File: config.mk
export PLATFORM = sky130hd
export DESIGN_NAME = inst_fetch_queue
export DESIGN_NICKNAME = d
export VERILOG_FILES = /design/src/rtl/fetch_pkg.sv /design/src/rtl/fetch_fifo.sv /design/src/rtl/inst_fetch_queue.sv
export SDC_FILE = /design/constraint.sdc
export NUM_CORES = 1
export LEC_CHECK = 0
export CORE_MARGIN = 2
export CORE_UTILIZATION = 51
export DETAILED_ROUTE_END_ITERATION = 7
export GPL_TIMING_DRIVEN = 0
export PLACE_DENSITY = 0.84
export SLEW_MARGIN = 15
export SYNTH_ARGS = -nofsm -noshare
export SYNTH_HDL_FRONTEND = slang
export SYNTH_HIERARCHICAL = 1
export SYNTH_SLANG_ARGS = --single-unit
File: constraint.sdc
create_clock -name clock -period 6.3 [get_ports clock]
set_clock_uncertainty 0.15 [all_clocks]
set_input_delay 1.26 -clock clock [delete_from_list [all_inputs] [get_ports clock]]
set_output_delay 1.26 -clock clock [all_outputs]
set_load 0.01 [all_outputs]
File: src/rtl/fetch_pkg.sv
// fetch_pkg: shared types and constants for the instruction fetch stage.
//   fetch_state_t  request-tracking states of the fetch FSM
//   PC_STEP        byte increment between sequential instructions
//   DEFAULT_*      default address / instruction widths of the MIPS core
package fetch_pkg;

    typedef enum logic [1:0] {
        IDLE,   // no request outstanding
        WAIT,   // request outstanding, returned word will be queued
        DROP    // request outstanding, returned word will be discarded
    } fetch_state_t;

    localparam int unsigned PC_STEP        = 4;
    localparam int unsigned DEFAULT_ADDR_W = 16;
    localparam int unsigned DEFAULT_DATA_W = 32;

endpackage

File: src/rtl/fetch_fifo.sv
// fetch_fifo: synchronous FIFO of {pc, instr} pairs with a registered head.
//   clock, reset     clock and synchronous active-high reset
//   flush            empties the FIFO; overrides push and pop
//   push, pushPc,
//   pushData         write one entry at the tail
//   pop              remove the head entry (ignored when empty)
//   valid            FIFO holds at least one entry
//   headPc, headData head entry; holds its last value while empty
//   count            current occupancy, 0..DEPTH
module fetch_fifo #(
    parameter int unsigned DEPTH  = 4,
    parameter int unsigned ADDR_W = 16,
    parameter int unsigned DATA_W = 32
) (
    input  logic                     clock,
    input  logic                     reset,
    input  logic                     flush,
    input  logic                     push,
    input  logic [ADDR_W-1:0]        pushPc,
    input  logic [DATA_W-1:0]        pushData,
    input  logic                     pop,
    output logic                     valid,
    output logic [ADDR_W-1:0]        headPc,
    output logic [DATA_W-1:0]        headData,
    output logic [$clog2(DEPTH):0]   count
);

    localparam int unsigned PtrW = $clog2(DEPTH);
    localparam int unsigned CntW = PtrW + 1;

    typedef struct packed {
        logic [ADDR_W-1:0] pc;
        logic [DATA_W-1:0] instr;
    } entry_t;

    entry_t          mem [DEPTH];
    entry_t          headQ, headNext;
    logic [PtrW-1:0] rdPtr, wrPtr, rdPtrNext;
    logic [CntW-1:0] countRemain, countNext;
    logic            pushEff, popEff;

    assign pushEff = push && !flush;
    assign popEff  = pop && !flush && (count != '0);

    assign rdPtrNext   = rdPtr + PtrW'(popEff);
    assign countRemain = count - CntW'(popEff);
    assign countNext   = countRemain + CntW'(pushEff);

    // The head register tracks whichever entry will sit at the read pointer after
    // this cycle; a push into an (effectively) empty FIFO bypasses the array.
    always_comb begin
        headNext = headQ;
        if (countRemain != '0) begin
            headNext = mem[rdPtrNext];
        end else if (pushEff) begin
            headNext = '{pc: pushPc, instr: pushData};
        end
    end

    always_ff @(posedge clock) begin
        if (reset) begin
            rdPtr <= '0;
            wrPtr <= '0;
            count <= '0;
            headQ <= '0;
        end else if (flush) begin
            rdPtr <= '0;
            wrPtr <= '0;
            count <= '0;
        end else begin
            rdPtr <= rdPtrNext;
            wrPtr <= wrPtr + PtrW'(pushEff);
            count <= countNext;
            headQ <= headNext;
        end
    end

    always_ff @(posedge clock) begin
        if (pushEff) begin
            mem[wrPtr] <= '{pc: pushPc, instr: pushData};
        end
    end

    assign valid    = (count != '0);
    assign headPc   = headQ.pc;
    assign headData = headQ.instr;

endmodule

File: src/rtl/inst_fetch_queue.sv
// inst_fetch_queue: instruction fetch stage of the pipelined MIPS core.
//   clock, reset          clock and synchronous active-high reset
//   redirect, redirect_pc taken branch/jump from decode: flush and refetch
//   imem_req, imem_addr   one-at-a-time request to instruction memory
//   imem_ack, imem_rdata  memory accept + returned word (same cycle)
//   i_datain, i_pc        head instruction and its PC towards decode
//   i_valid, i_ready      decode handshake; head consumed when both high
//   count                 current queue occupancy
module inst_fetch_queue
    import fetch_pkg::*;
#(
    parameter int unsigned DEPTH  = 4,
    parameter int unsigned ADDR_W = DEFAULT_ADDR_W,
    parameter int unsigned DATA_W = DEFAULT_DATA_W
) (
    input  logic                   clock,
    input  logic                   reset,
    input  logic                   redirect,
    input  logic [ADDR_W-1:0]      redirect_pc,
    output logic                   imem_req,
    output logic [ADDR_W-1:0]      imem_addr,
    input  logic                   imem_ack,
    input  logic [DATA_W-1:0]      imem_rdata,
    output logic [DATA_W-1:0]      i_datain,
    output logic [ADDR_W-1:0]      i_pc,
    output logic                   i_valid,
    input  logic                   i_ready,
    output logic [$clog2(DEPTH):0] count
);

    localparam int unsigned CntW = $clog2(DEPTH) + 1;

    fetch_state_t      st, stNext;
    logic [ADDR_W-1:0] fetchPc, fetchPcNext;
    logic [ADDR_W-1:0] addrQ, addrNext;
    logic              push, pop;
    logic [CntW-1:0]   countAfter;
    logic              slotFree;
    logic              unusedRedirectLsbs;

    // Redirect wins over push and pop: the whole queue is flushed anyway.
    assign push = (st == WAIT) && imem_ack && !redirect;
    assign pop  = i_valid && i_ready && !redirect;

    // A new request reserves a slot, so it may only issue while the post-update
    // occupancy leaves room for the word it will bring back.
    assign countAfter = count + CntW'(push) - CntW'(pop);
    assign slotFree   = countAfter < CntW'(DEPTH);

    always_comb begin
        stNext      = st;
        fetchPcNext = fetchPc;
        addrNext    = addrQ;
        if (redirect) begin
            fetchPcNext = {redirect_pc[ADDR_W-1:2], 2'b00};
            // An unacknowledged request must still complete; its data is dropped.
            if (st != IDLE && !imem_ack) begin
                stNext = DROP;
            end else begin
                stNext = IDLE;
            end
        end else begin
            case (st)
                IDLE: begin
                    if (slotFree) begin
                        stNext   = WAIT;
                        addrNext = fetchPc;
                    end
                end
                WAIT: begin
                    if (imem_ack) begin
                        fetchPcNext = fetchPc + ADDR_W'(PC_STEP);
                        if (slotFree) begin
                            addrNext = fetchPc + ADDR_W'(PC_STEP);
                        end else begin
                            stNext = IDLE;
                        end
                    end
                end
                DROP: begin
                    if (imem_ack) begin
                        stNext = IDLE;
                    end
                end
                default: stNext = IDLE;
            endcase
        end
    end

    always_ff @(posedge clock) begin
        if (reset) begin
            st      <= IDLE;
            fetchPc <= '0;
            addrQ   <= '0;
        end else begin
            st      <= stNext;
            fetchPc <= fetchPcNext;
            addrQ   <= addrNext;
        end
    end

    assign imem_req  = (st != IDLE);
    assign imem_addr = addrQ;

    // Word alignment is forced, so the two low redirect bits are never used.
    assign unusedRedirectLsbs = ^redirect_pc[1:0];

    fetch_fifo #(
        .DEPTH  (DEPTH),
        .ADDR_W (ADDR_W),
        .DATA_W (DATA_W)
    ) u_fifo (
        .clock    (clock),
        .reset    (reset),
        .flush    (redirect),
        .push     (push),
        .pushPc   (fetchPc),
        .pushData (imem_rdata),
        .pop      (pop),
        .valid    (i_valid),
        .headPc   (i_pc),
        .headData (i_datain),
        .count    (count)
    );

endmodule

==> results.ini <==
[pwr]
ir_drop_v=0.0001918
p_leak_nw=4.721
power.density_nw_per_um2=270.4
power.total_mw=3.724

[finish]
drive_gt1_share_pct=16.41
n_antenna_cell=0
layout_commonest_cell=edfxtp_1
fillers=1524
final_cell_mix=192 x edfxtp_1, 117 x clkdlybuf4s50_1, 85 x dfxtp_1
syn2layout_area_growth_pct=23.04
nNetsFinal=936
multi_input_area_um2=3262
regArea_um2=7467

[timing]
tns_ns=0
max_freq_ghz=0.2054
worst_slack_ns=1.433
setup_viol=0
fin_crit_sh_pct=77.26
min_period_ns=4.867
rsz0062_at_grt=no
finalMaxSlewViolations=0
hold_viol_final=0
max_slew_margin_pct=44.27
worst_pin_slew_ns=0.8323

[clock_tree]
cts_hold_buf=0
cts_sinks=277
cts_buffers=28
cts_buffer_depth=3
cts_root_buf=clkbuf_16
clkTransAtPathRegs_ns=0.06
postCtsSetupRepairBufs=0
ctsHtreeMaxLevel=1
post_cts_resized=0
clkLatencyLatePin_ns=0.53
cts_tree=built

[synth]
synth-seq-cells=277
yosys_warnings=6
async_flop_share_pct=0
synth_top_area_cell=edfxtp_1
syn-cell-area_um2=11190
netlist.area_leader.share_pct=51.51
synth.distinct_cells=57
syn_area_per_cell_um2=15.83
synthFlopType=edfxtp_1
synth-edff-count=192
synthCells=707
yosysSeqAreaShare_pct=66.71
yosys-top-cells-area=edfxtp_1 52%, dfxtp_1 15%, mux4_2 9.3%

[detailed_routing]
vias=6891
ant_nets=0
wl_per_cell_um=20.63
dr.pass1.iters=5
drt_iter0_drc=510
viasPerCell=5.860
routed_wl_um=24260
route.detailed.drc=0

[global_routing]
grt_usage_pct=20.65
grt_pass1_vias=7114
grt-ovfl-total=0
grt_first_pass_wirelength_um=38170
antenna_found_initial=0
grt_max_degree=49

[placement]
preCtsSetupSlack_ns=0.9626
dpl.hpwl_um=15970
port_buffers=117
gp_congestion=0.8859

[floorplanning]
dieHeight_um=152.1
rows=54
ioPinCount=122
die_area_um2=23150
start_util_pct=51.61
fp.coreArea_um2=21690
chipWidth_um=152.1

[worst_hold_path]
hp-class=reg2reg

[run_status]
outcome=finished clean

[setup_path]
critPathArrivalTime_ns=5.13
cp-start-kind=input port
path_class=in2reg
cp.required_ns=6.56
critPathCaptureType=register
worstPathMaxFanout=10

[run]
maxCapViolCount=0

-- metal layers --
layer  up-vias  routed length [um]  global-route usage [%]
met4         0                 410                   5.162
li1       3133                   -                       -
met1      3452                9778                   27.43
met5         -                   0                       0
met2       278               12320                   35.80
met3        28                1756                   3.441
-- cells in the mapped netlist (all sizes together), types with 2 or more instances --
library cell	count
a2111oi	3
a211oi	21
a21oi	3
a221o	48
a311oi	4
a31oi	14
and2	5
and3	3
and3b	3
and4	2
buf	30
clkbuf	25
dfxtp	85
edfxtp	192
ha	9
inv	58
mux2i	2
mux4	48
nand2	13
nand2b	4
nand3	4
nand3b	2
nand4	3
nand4b	2
nor2	14
nor3	12
nor3b	2
nor4	52
o21ai	4
or3	5
xnor2	21
xor2	5
-- through the flow --
stage / instances / instance area, um2 / utilization [%] / hold WS, ns
finish: 1176 / 13770 / 63.50 / 0.3348
global route: 1176 / 13770 / 63.50 / 0.3501
CTS: 1176 / 13770 / 63.50 / 0.3388
detailed placement: 1124 / 12910 / 59.54 / 0.3234
global placement: 1115 / 12760 / 58.82 / 0.3169
floorplan: 718 / 11230 / - / 0.3265
-- worst paths after layout --
check	from	to	slack (ns)	depth (start not counted)
hold reg to reg	u_fifo/headData[8]	u_fifo/headData[8]	0.33	1
hold / removal	u_fifo/headData[8]	u_fifo/headData[8]	0.33	1
setup reg to reg	u_fifo/count[2]	u_fifo/headData[23]	2.74	10
setup / recovery	redirect	u_fifo/headPc[7]	1.43	11
-- logic make-up after synthesis --
logic type,Yosys count,share of synthesized area (%)
compound gates,99,8.115
buf+inv,113,4.706
simple gates,131,7.322
flops,277,66.71
xor+xnor,26,2.102
fa+ha+maj,9,1.006
other cells,1,0.03350
mux,51,10.00
-- registers in the layout (all words and copies together) (netlist names) --
name,cells
fetchPc,14
imem_addr,14
st,2
u_fifo/count,3
u_fifo/headData,32
u_fifo/headPc,16
u_fifo/mem,192
u_fifo/rdPtr,2
u_fifo/wrPtr,2
-- report_power, final --
| part | leakage, nW | switching (mW) | total (mW) | internal [mW] |
|---|---|---|---|---|
| clock | 0.423 | 0.656 | 1.55 | 0.893 |
| sequential | 2.43 | 0.0258 | 1.99 | 1.97 |
| combinational | 1.87 | 0.0902 | 0.181 | 0.0910 |
| total | 4.72 | 0.772 | 3.72 | 2.95 |
-- cell type report --
cell class	count	share of cell area (%)
Tap cell	280	2.544
Buffer	55	2.244
Multi-Input combinational cell	328	23.68
Inverter	58	1.581
Sequential cell	277	54.22
Clock inverter	14	0.6541
Clock buffer	38	5.587
Timing Repair Buffer	126	9.485
-- critical path, cell delays in order --
cell             delay, ns
clkdlybuf4s50_1       0.62
inv_1                 0.25
clkbuf_1              0.47
and3_1                0.27
and3b_1               0.30
ha_1                  0.21
xor2_1                0.35
buf_2                 0.38
buf_2                 0.34
mux4_2                0.35
a221o_1               0.32
(Power assumes the default switching activity.)
